<file path="src/rtl/dac_playback_ctrl.sv">
// DAC waveform playback sequencer.
// Walks a CPU-loaded window of the waveform RAM through its registered read
// port. A programmable divider paces the samples, which go to the DAC over
// valid/ready. Supports one-shot and loop playback and keeps a sticky
// underrun flag for sample ticks that could not be serviced in time.
module dac_playback_ctrl #(
    parameter int DATA_WIDTH = 32,
    parameter int ADDR_WIDTH = 11,
    parameter int DIV_WIDTH  = 16
) (
    input  logic                  clk,
    input  logic                  arst_n,
    input  logic                  cfg_start,
    input  logic                  cfg_stop,
    input  logic                  cfg_loop,
    input  logic [ADDR_WIDTH-1:0] cfg_base,
    input  logic [ADDR_WIDTH:0]   cfg_len,
    input  logic [DIV_WIDTH-1:0]  cfg_div,
    output logic [ADDR_WIDTH-1:0] ram_addr,
    output logic                  ram_we,
    input  logic [DATA_WIDTH-1:0] ram_dout,
    output logic [DATA_WIDTH-1:0] smp_data,
    output logic                  smp_valid,
    input  logic                  smp_ready,
    output logic                  busy,
    output logic                  done,
    output logic                  underrun
);

    typedef enum logic [2:0] {
        S_IDLE,
        S_FETCH,
        S_READ,
        S_WAIT,
        S_DRAIN
    } state_e;

    localparam logic [ADDR_WIDTH-1:0] IDX_ONE = 1;
    localparam logic [ADDR_WIDTH:0]   LEN_ONE = 1;
    localparam logic [DIV_WIDTH-1:0]  CNT_ONE = 1;

    state_e                  state_q, state_d;
    logic [ADDR_WIDTH-1:0]   base_q, base_d;
    logic [ADDR_WIDTH:0]     len_q, len_d;
    logic [DIV_WIDTH-1:0]    div_q, div_d;
    logic                    loop_q, loop_d;
    logic [ADDR_WIDTH-1:0]   idx_q, idx_d;
    logic [DIV_WIDTH-1:0]    cnt_q, cnt_d;
    logic                    tick_pend_q, tick_pend_d;
    logic [ADDR_WIDTH-1:0]   ram_addr_q, ram_addr_d;
    logic [DATA_WIDTH-1:0]   smp_data_q, smp_data_d;
    logic                    smp_valid_q, smp_valid_d;
    logic                    busy_q, busy_d;
    logic                    done_q, done_d;
    logic                    underrun_q, underrun_d;

    logic accept;
    logic slot_free;
    logic tick;
    logic last_idx;

    // Handshake, divider tick and end-of-window decode shared by the next-state logic.
    always_comb begin
        accept    = smp_valid_q && smp_ready;
        slot_free = !smp_valid_q || smp_ready;
        // Ticks are irrelevant once the final one-shot sample is already loaded.
        tick      = busy_q && (state_q != S_DRAIN) && (cnt_q == div_q);
        last_idx  = ({1'b0, idx_q} == (len_q - LEN_ONE));
    end

    // Next-state computation for the sequencer, divider and output registers.
    // NOTE: every signal assigned here gets a default first, so no path can leave it unassigned and infer a latch.
    always_comb begin
        state_d     = state_q;
        base_d      = base_q;
        len_d       = len_q;
        div_d       = div_q;
        loop_d      = loop_q;
        idx_d       = idx_q;
        tick_pend_d = tick_pend_q;
        ram_addr_d  = ram_addr_q;
        smp_data_d  = smp_data_q;
        smp_valid_d = smp_valid_q;
        busy_d      = busy_q;
        done_d      = 1'b0;
        underrun_d  = underrun_q;
        cnt_d       = '0;

        if (busy_q) begin
            cnt_d = (cnt_q == div_q) ? '0 : cnt_q + CNT_ONE;
        end

        // At most one tick is remembered; a second one before service is an underrun.
        if (tick) begin
            tick_pend_d = 1'b1;
            if (tick_pend_q) begin
                underrun_d = 1'b1;
            end
        end

        if (accept) begin
            smp_valid_d = 1'b0;
        end

        case (state_q)
            S_IDLE: begin
                if (cfg_start && !cfg_stop && (cfg_len != '0)) begin
                    base_d      = cfg_base;
                    len_d       = cfg_len;
                    div_d       = cfg_div;
                    loop_d      = cfg_loop;
                    idx_d       = '0;
                    cnt_d       = '0;
                    underrun_d  = 1'b0;
                    busy_d      = 1'b1;
                    // The start carries its own tick, consumed by this immediate first fetch.
                    tick_pend_d = 1'b0;
                    ram_addr_d  = cfg_base;
                    state_d     = S_FETCH;
                end
            end
            S_FETCH: begin
                state_d = S_READ;
            end
            S_READ: begin
                smp_data_d  = ram_dout;
                smp_valid_d = 1'b1;
                idx_d       = last_idx ? '0 : idx_q + IDX_ONE;
                state_d     = (last_idx && !loop_q) ? S_DRAIN : S_WAIT;
            end
            S_WAIT: begin
                // A tick arriving this cycle is serviced directly; a held one is consumed.
                if ((tick_pend_q || tick) && slot_free) begin
                    ram_addr_d  = base_q + idx_q;
                    tick_pend_d = tick_pend_q && tick;
                    state_d     = S_FETCH;
                end
            end
            S_DRAIN: begin
                if (accept) begin
                    done_d  = 1'b1;
                    busy_d  = 1'b0;
                    state_d = S_IDLE;
                end
            end
            default: begin
                state_d = S_IDLE;
            end
        endcase

        // Stop aborts from any state; underrun is deliberately kept for software.
        if (cfg_stop) begin
            state_d     = S_IDLE;
            busy_d      = 1'b0;
            smp_valid_d = 1'b0;
            tick_pend_d = 1'b0;
            done_d      = 1'b0;
            cnt_d       = '0;
        end
    end

    // State and output registers, all cleared asynchronously.
    // NOTE: sequential state is written with non-blocking assignments only, so every flop samples pre-edge values.
    always_ff @(posedge clk or negedge arst_n) begin
        if (!arst_n) begin
            state_q     <= S_IDLE;
            base_q      <= '0;
            len_q       <= '0;
            div_q       <= '0;
            loop_q      <= 1'b0;
            idx_q       <= '0;
            cnt_q       <= '0;
            tick_pend_q <= 1'b0;
            ram_addr_q  <= '0;
            smp_data_q  <= '0;
            smp_valid_q <= 1'b0;
            busy_q      <= 1'b0;
            done_q      <= 1'b0;
            underrun_q  <= 1'b0;
        end else begin
            state_q     <= state_d;
            base_q      <= base_d;
            len_q       <= len_d;
            div_q       <= div_d;
            loop_q      <= loop_d;
            idx_q       <= idx_d;
            cnt_q       <= cnt_d;
            tick_pend_q <= tick_pend_d;
            ram_addr_q  <= ram_addr_d;
            smp_data_q  <= smp_data_d;
            smp_valid_q <= smp_valid_d;
            busy_q      <= busy_d;
            done_q      <= done_d;
            underrun_q  <= underrun_d;
        end
    end

    assign ram_addr  = ram_addr_q;
    assign ram_we    = 1'b0;
    assign smp_data  = smp_data_q;
    assign smp_valid = smp_valid_q;
    assign busy      = busy_q;
    assign done      = done_q;
    assign underrun  = underrun_q;

endmodule
</file>
<file path="config.mk">
export PLATFORM = sky130hd
export DESIGN_NAME = dac_playback_ctrl
export DESIGN_NICKNAME = d
export VERILOG_FILES = /design/src/rtl/dac_playback_ctrl.sv
export SDC_FILE = /design/constraint.sdc
export NUM_CORES = 1
export LEC_CHECK = 0
export CORE_MARGIN = 4
export CORE_UTILIZATION = 45
export DETAILED_ROUTE_END_ITERATION = 16
export GPL_ROUTABILITY_DRIVEN = 0
export GPL_TIMING_DRIVEN = 0
export PLACE_DENSITY = 0.74
export SLEW_MARGIN = 20
export SYNTH_ARGS = -nofsm -noshare
export SYNTH_HDL_FRONTEND = slang
export SYNTH_SLANG_ARGS = --single-unit
</file>
<file path="constraint.sdc">
create_clock -name clk -period 2.6 [get_ports clk]
set_clock_uncertainty 0.2 [all_clocks]
set_input_delay 0.52 -clock clk [delete_from_list [all_inputs] [get_ports clk]]
set_output_delay 0.52 -clock clk [all_outputs]
set_load 0.05 [all_outputs]
</file>
==> results of run 1 <==
## how the worst max path moves through the flow
stage | startpoint | end | slack, ns | cells after the start
after floorplan | len_q[0] | idx_q[8] | 0.01 | 8
after global placement | arst_n | smp_data[30] | -3.75 | 1
after detailed placement | cfg_len[1] | ram_addr[2] | -0.95 | 8
after CTS | len_q[1] | idx_q[9] | -0.02 | 10
after global routing | idx_q[9] | state_q[2] | -0.13 | 8
final | len_q[6] | idx_q[5] | -0.09 | 7
## routing by layer
layer / track usage / vias to the layer above
li1: - / 2428
met1: 0.249 / 2483
met2: 0.346 / 147
met3: 0.0786 / 23
met4: 0.0643 / 0
met5: 0 / -
## placed cells by master (no fill, tap or decap), types with 12 or more instances in the layout
master	synthesis	final
xnor2_1	15	14
dfrtp_1	118	115
clkbuf_16	0	17
nand3_1	29	25
ha_1	13	12
mux2_2	39	39
a21oi_1	15	12
xor2_1	34	33
clkbuf_1	23	19
inv_1	14	12
nor2_1	36	35
clkdlybuf4s50_1	0	122
nand2_1	140	139
o21ai_0	23	21
## kinds of logic (layout without fill, tap and decap cells)
group | count (synthesis) | in the layout | share of synthesized area
AOI/OAI and AO/OA | 81 | 81 | 0.0944
xor gates and xnor gates | 49 | 49 | 0.0709
adders and majority gates | 14 | 14 | 0.0302
buffers and inverters | 44 | 210 | 0.0306
DFF | 118 | 118 | 0.488
muxes | 41 | 41 | 0.0758
other | 1 | 1 | 0.000619
and+or+nand+nor | 268 | 268 | 0.210
## area by class of cell
type                       instances  share of cell area
tap                              176              0.0260
multi-input combinational        454               0.375
buffer                            27              0.0167
inverter                          14             0.00620
clock inverter                     6             0.00945
clock buffer                      23              0.0528
sequential                       118               0.349
timing repair buffer             140               0.165
## report_power, final
group / switching, W / internal (W) / total (W)
combinational: 0.00162 / 0.00106 / 0.00268
sequential: 0.000292 / 0.00223 / 0.00252
clock: 0.000759 / 0.00138 / 0.00214
## state kept, by name, indices dropped and copies added, names as in the netlist, 3 cells and up
signal,count
smp_data,32
idx_q,11
div_q,16
base_q,11
state_q,3
ram_addr,11
cnt_q,16
len_q,12
## worst register-to-register path, delay by kind of cell, from the launching register on
| kind | cells | cell delay (ns) |
|---|---|---|
| buffers and inverters | 1 | 0.13 |
| flip-flops | 1 | 0.45 |
| AND/OR/NAND/NOR | 3 | 1.28 |
| AO/OA/AOI/OAI | 3 | 0.49 |
## timing repair
action | 4_1_cts | 5_1_grt
endpoints found under the hold margin | 48 | 0
setup endpoints to repair | 78 | 68
hold buffers | 1 | 0
gates cloned | 1 | 0
resized for setup | 31 | 42
buffers inserted | 4 | 10
pin swaps | 11 | 21
## through the flow
step	setup TNS (ns)	power (W)	worst slack, ns	hold slack, ns	util
CTS	-0.0787	0.00725	-0.0244	0.275	0.623
finish	-0.175	0.00735	-0.0903	0.274	0.643
global route	-1.57	0.00772	-0.129	0.301	0.643
detailed placement	-50.98	0.00501	-0.946	0.262	0.571
global placement	-491.05	0.00493	-3.75	0.257	0.569
floorplan	0	0.00413	0.0119	0.0244	-
==> reports/metrics.csv, run 1 <==
metric,value,unit
grt_pass1_wl,24700,um
synthesis.nets,707,
vias,5081,
path_class,register to register,
finalCritPeriodShare,1.03,
dpl_cell_area,7540,um^2
outcome,"complete, but fails checks",
multiInputGateArea,3180,um^2
routed_wl,15900,um
tightest_slew,0.652,ns
hpwl,11100,um
io_pins,125,
antennaDiodeCount,0,
slew-limit-headroom,0.564,
hold_depth,2,
synth.avg_cell_area,9.83,um^2
reg2reg_to,idx_q[5],
drtIter0Drc,301,
synthArstFlopShare,1.00,
grt_max_degree,71,
synth_top_flop_cell,dfrtp_1,
period_minus_slack,2.69,ns
postLayoutCellArea,8480,um^2
hold_path.class,register to register,
whs_endpoint,smp_data[13],
cp-end-kind,register,
cts_root_buf,clkbuf_16,
path_cells,or4_4 > or4_4 > nand3b_4 > buf_4 > o22ai_2 > a41oi_2 > o41ai_2,
synth_top_area_frac,0.488,
wl_met1,6450,um
max_stage_delay,0.61,ns
cp_num_buf_inv,1,
rsz0062_at_grt,yes,
portBuffers,123,
initial_core_util,0.459,
rr_startpoint,len_q[6],
top_layer,met4,
remaining_drc_errors,0,
wl_met3,1170,um
ff_latch_area,2960,um^2
violations,negative setup slack,
grt_pass1_vias,5151,
coreArea,13200,um^2
holdCritStartpoint,smp_data[13],
grt_overflow,0,
fill_cells,1006,
antenna_found_initial,0,
cts_max_level,4,
worstPathArrival,2.77,ns
worstRegToRegCells,7,
synth_edf_count,0,
area_growth,40.0,%
routed_via_density,5.30,
leakagePower,3.67,nW
worstPathRequired,2.68,ns
dr.pass1.iters,4,
drive_above_1_share,0.182,
final_nets,863,
synth-seq-area-share,0.488,
crit_top_cell,or4_4,
die_h,124,um
grt_util_all_layers,0.207,
cts_tree,yes,
vdd_drop_max,0.000612,V
critPathLaunchType,register,
setup_slack,-0.0903,ns
hold_viol_final,0,
wire_per_inst,16.6,um
cts_buffers,17,
clock.fmax,372,MHz
clk_pin_slew,0.05,ns
ys_ff_latch,118,
clock_latency,0.41,ns
synthTopCellsByArea,"dfrtp_1 49%, nand2_1 8.7%, mux2_2 7.3%, xor2_1 4.9%, ha_1 2.7%",
cts_buffer_depth,2,
powerDensity,867,nW/um^2
yosysMostFrequentCell,nand2_1,
synth_common_cells,"140 x nand2_1, 118 x dfrtp_1, 39 x mux2_2",
wl_met2,7940,um
setup_violations,7,
detail-route-antenna-nets,0,
cap_viol_max_count,0,
cp_top_family,simple AND/OR/NAND/NOR gates,
syn_inst,616,
clock_sinks,118,
synth_area,6060,um^2
die_w,124,um
slew_viol_final,0,
dp_cells,916,
path_max_fanout,4,
fp-row-count,42,
yosysWarningCount,0,
r2r_slack,-0.09,ns
dieArea,15400,um^2
cp_slowest_cell,or4_4,
final_cells,958,
synth_top_area_cell,dfrtp_1,
yosysUniqueCellTypes,67,
(Power assumes the default switching activity.)
==> run 2, diff against run 1 <==
--- a/config.mk
+++ b/config.mk
@@ -11,6 +11,7 @@
 export GPL_ROUTABILITY_DRIVEN = 0
 export GPL_TIMING_DRIVEN = 0
 export PLACE_DENSITY = 0.74
+export SKIP_LAST_GASP = 1
 export SLEW_MARGIN = 20
 export SYNTH_ARGS = -nofsm -noshare
 export SYNTH_HDL_FRONTEND = slang
==> results of run 2 <==
No change in the layout: final DEF, timing and power equal those of run 1.
==> run 3, diff against run 2 <==
--- a/config.mk
+++ b/config.mk
@@ -5,12 +5,14 @@
 export SDC_FILE = /design/constraint.sdc
 export NUM_CORES = 1
 export LEC_CHECK = 0
+export CELL_PAD_IN_SITES_DETAIL_PLACEMENT = 1
+export CELL_PAD_IN_SITES_GLOBAL_PLACEMENT = 1
 export CORE_MARGIN = 4
-export CORE_UTILIZATION = 45
+export CORE_UTILIZATION = 36
 export DETAILED_ROUTE_END_ITERATION = 16
 export GPL_ROUTABILITY_DRIVEN = 0
 export GPL_TIMING_DRIVEN = 0
-export PLACE_DENSITY = 0.74
+export PLACE_DENSITY_LB_ADDON = 0.1
 export SKIP_LAST_GASP = 1
 export SLEW_MARGIN = 20
 export SYNTH_ARGS = -nofsm -noshare
==> reports/metrics.csv, run 3 (synthesized netlist as in run 1, its figures left out) <==
metric,value,unit
outcome,"complete, but fails checks",
violations,negative setup slack,
routed_wl,18000,um
clock.fmax,375,MHz
p_sw,0.00276,W
clock_sinks,118,
critPathLaunchType,register,
cts_buffer_depth,2,
fill_cells,1825,
dieArea,19000,um^2
pwr-share-comb,0.361,
drtIter0Drc,257,
fin_setup_tns,-0.352,ns
remaining_drc_errors,0,
clock_latency,0.42,ns
clk_pin_slew,0.06,ns
antennaDiodeCount,0,
cts_root_buf,clkbuf_16,
p_sw_frac,0.369,
worstPathRequired,2.70,ns
grt_overflow,0,
pwr-share-seq,0.336,
leakagePower,3.68,nW
cts_buffers,17,
dp_cells,960,
detail-route-antenna-nets,0,
dr.pass1.iters,4,
cap_viol_max_count,0,
setup_slack,-0.0691,ns
routed_via_density,5.06,
multiInputGateArea,3160,um^2
final_nets,866,
path_class,register to register,
final_cells,1005,
p_int,0.00473,W
largest_reg_flops,32,
slew-limit-headroom,0.544,
coreArea,16500,um^2
cts_max_level,4,
initial_core_util,0.366,
hpwl,12700,um
area_growth,41.2,%
final_common_cell,nand2_1,
path_max_fanout,5,
slew_viol_final,0,
antenna_found_initial,0,
hold_depth,2,
vias,5084,
cp-end-kind,register,
grt_util_all_layers,0.194,
die_w,138,um
finalCritPeriodShare,1.03,
fp-row-count,47,
wire_per_inst,17.9,um
final_cell_mix,"139 x nand2_1, 122 x clkdlybuf4s50_1, 115 x dfrtp_1",
ff_latch_area,2960,um^2
rsz0062_at_grt,yes,
grt_pass1_vias,5476,
powerDensity,876,nW/um^2
period_minus_slack,2.67,ns
grt_pass1_wl,28500,um
worstPathArrival,2.77,ns
worstRegToRegCells,9,
hold_path.class,register to register,
grt_max_degree,69,
setup_violations,9,
final_util,0.517,
hold_viol_final,0,
clkPwrFrac,0.303,
tightest_slew,0.682,ns
portBuffers,123,
cts_tree,yes,
drive_above_1_share,0.186,
die_h,138,um
io_pins,125,
vdd_drop_max,0.000452,V
## run 3: cell types whose count changed in the layout (fill, tap and decap cells not counted), sizes merged
cell      before  now
clkinvlp       0    4
buf           25   28
clkinv         4    3
clkbuf        42   39
## run 3: area by class of cell
class | instances | share of cell area
Timing Repair Buffer | 143 | 0.165
Multi-Input combinational cell | 454 | 0.369
Clock buffer | 20 | 0.0534
Buffer | 27 | 0.0157
Inverter | 14 | 0.00615
Clock inverter | 9 | 0.0123
Sequential cell | 118 | 0.346
Tap cell | 220 | 0.0322
## run 3: what timing repair did
action	4_1_cts	5_1_grt
buffers inserted	10	9
endpoints found under the hold margin	50	0
gates cloned	1	0
hold buffers	1	0
resized for setup	30	37
setup endpoints to repair	80	77
pin swaps	10	19
## run 3: worst paths after layout
kind	from	to	slack, ns
min in group asynchronous	arst_n	base_q[1]	0.43
worst min register to register	smp_data[24]	smp_data[24]	0.27
worst max-delay path	len_q[1]	idx_q[8]	-0.07
worst max register to register	len_q[1]	idx_q[8]	-0.07
max in group asynchronous	arst_n	smp_valid	1.04
worst min-delay path	smp_data[24]	smp_data[24]	0.27
## run 3: power groups by stage
| stage | Clock [W] | Combinational, W | Sequential (W) |
|---|---|---|---|
| 5_1_grt | 0.00241 | 0.00290 | 0.00257 |
| 2_1_floorplan | 0 | 0.000859 | 0.00327 |
| 6_report | 0.00227 | 0.00270 | 0.00252 |
| 3_3_place_gp | 0 | 0.00245 | 0.00251 |
| 3_5_place_dp | 0 | 0.00252 | 0.00253 |
| 4_1_cts | 0.00233 | 0.00262 | 0.00252 |
## run 3: worst max-delay path: stages (launching register included)
cell       delay [ns]
dfrtp_1          0.42
buf_6            0.14
nor4_4           0.40
nand3_2          0.15
xnor2_2          0.19
a2111oi_4        0.28
buf_4            0.20
a41oi_4          0.17
buf_6            0.19
a22o_1           0.20
## run 3: metrics by stage
step | worst slack (ns) | power [W] | cell area [um^2] | hold slack (ns)
after global routing | -0.161 | 0.00788 | 8550 | 0.303
after CTS | 0.00126 | 0.00747 | 8350 | 0.277
after global placement | -4.07 | 0.00496 | 7560 | 0.258
after detailed placement | -1.07 | 0.00505 | 7590 | 0.262
after floorplan | 0.0119 | 0.00413 | 6060 | 0.0244
final | -0.0691 | 0.00749 | 8550 | 0.270
## run 3: metal layers
| metal | global-route usage | vias to the layer above | share of wire | routed length, um |
|---|---|---|---|---|
| li1 | - | 2435 | - | - |
| met1 | 0.229 | 2524 | 0.41 | 7300 |
| met2 | 0.342 | 98 | 0.53 | 9500 |
| met3 | 0.0497 | 27 | 0.049 | 890 |
| met4 | 0.0686 | 0 | 0.018 | 323 |
| met5 | 0 | - | 0 | 0 |
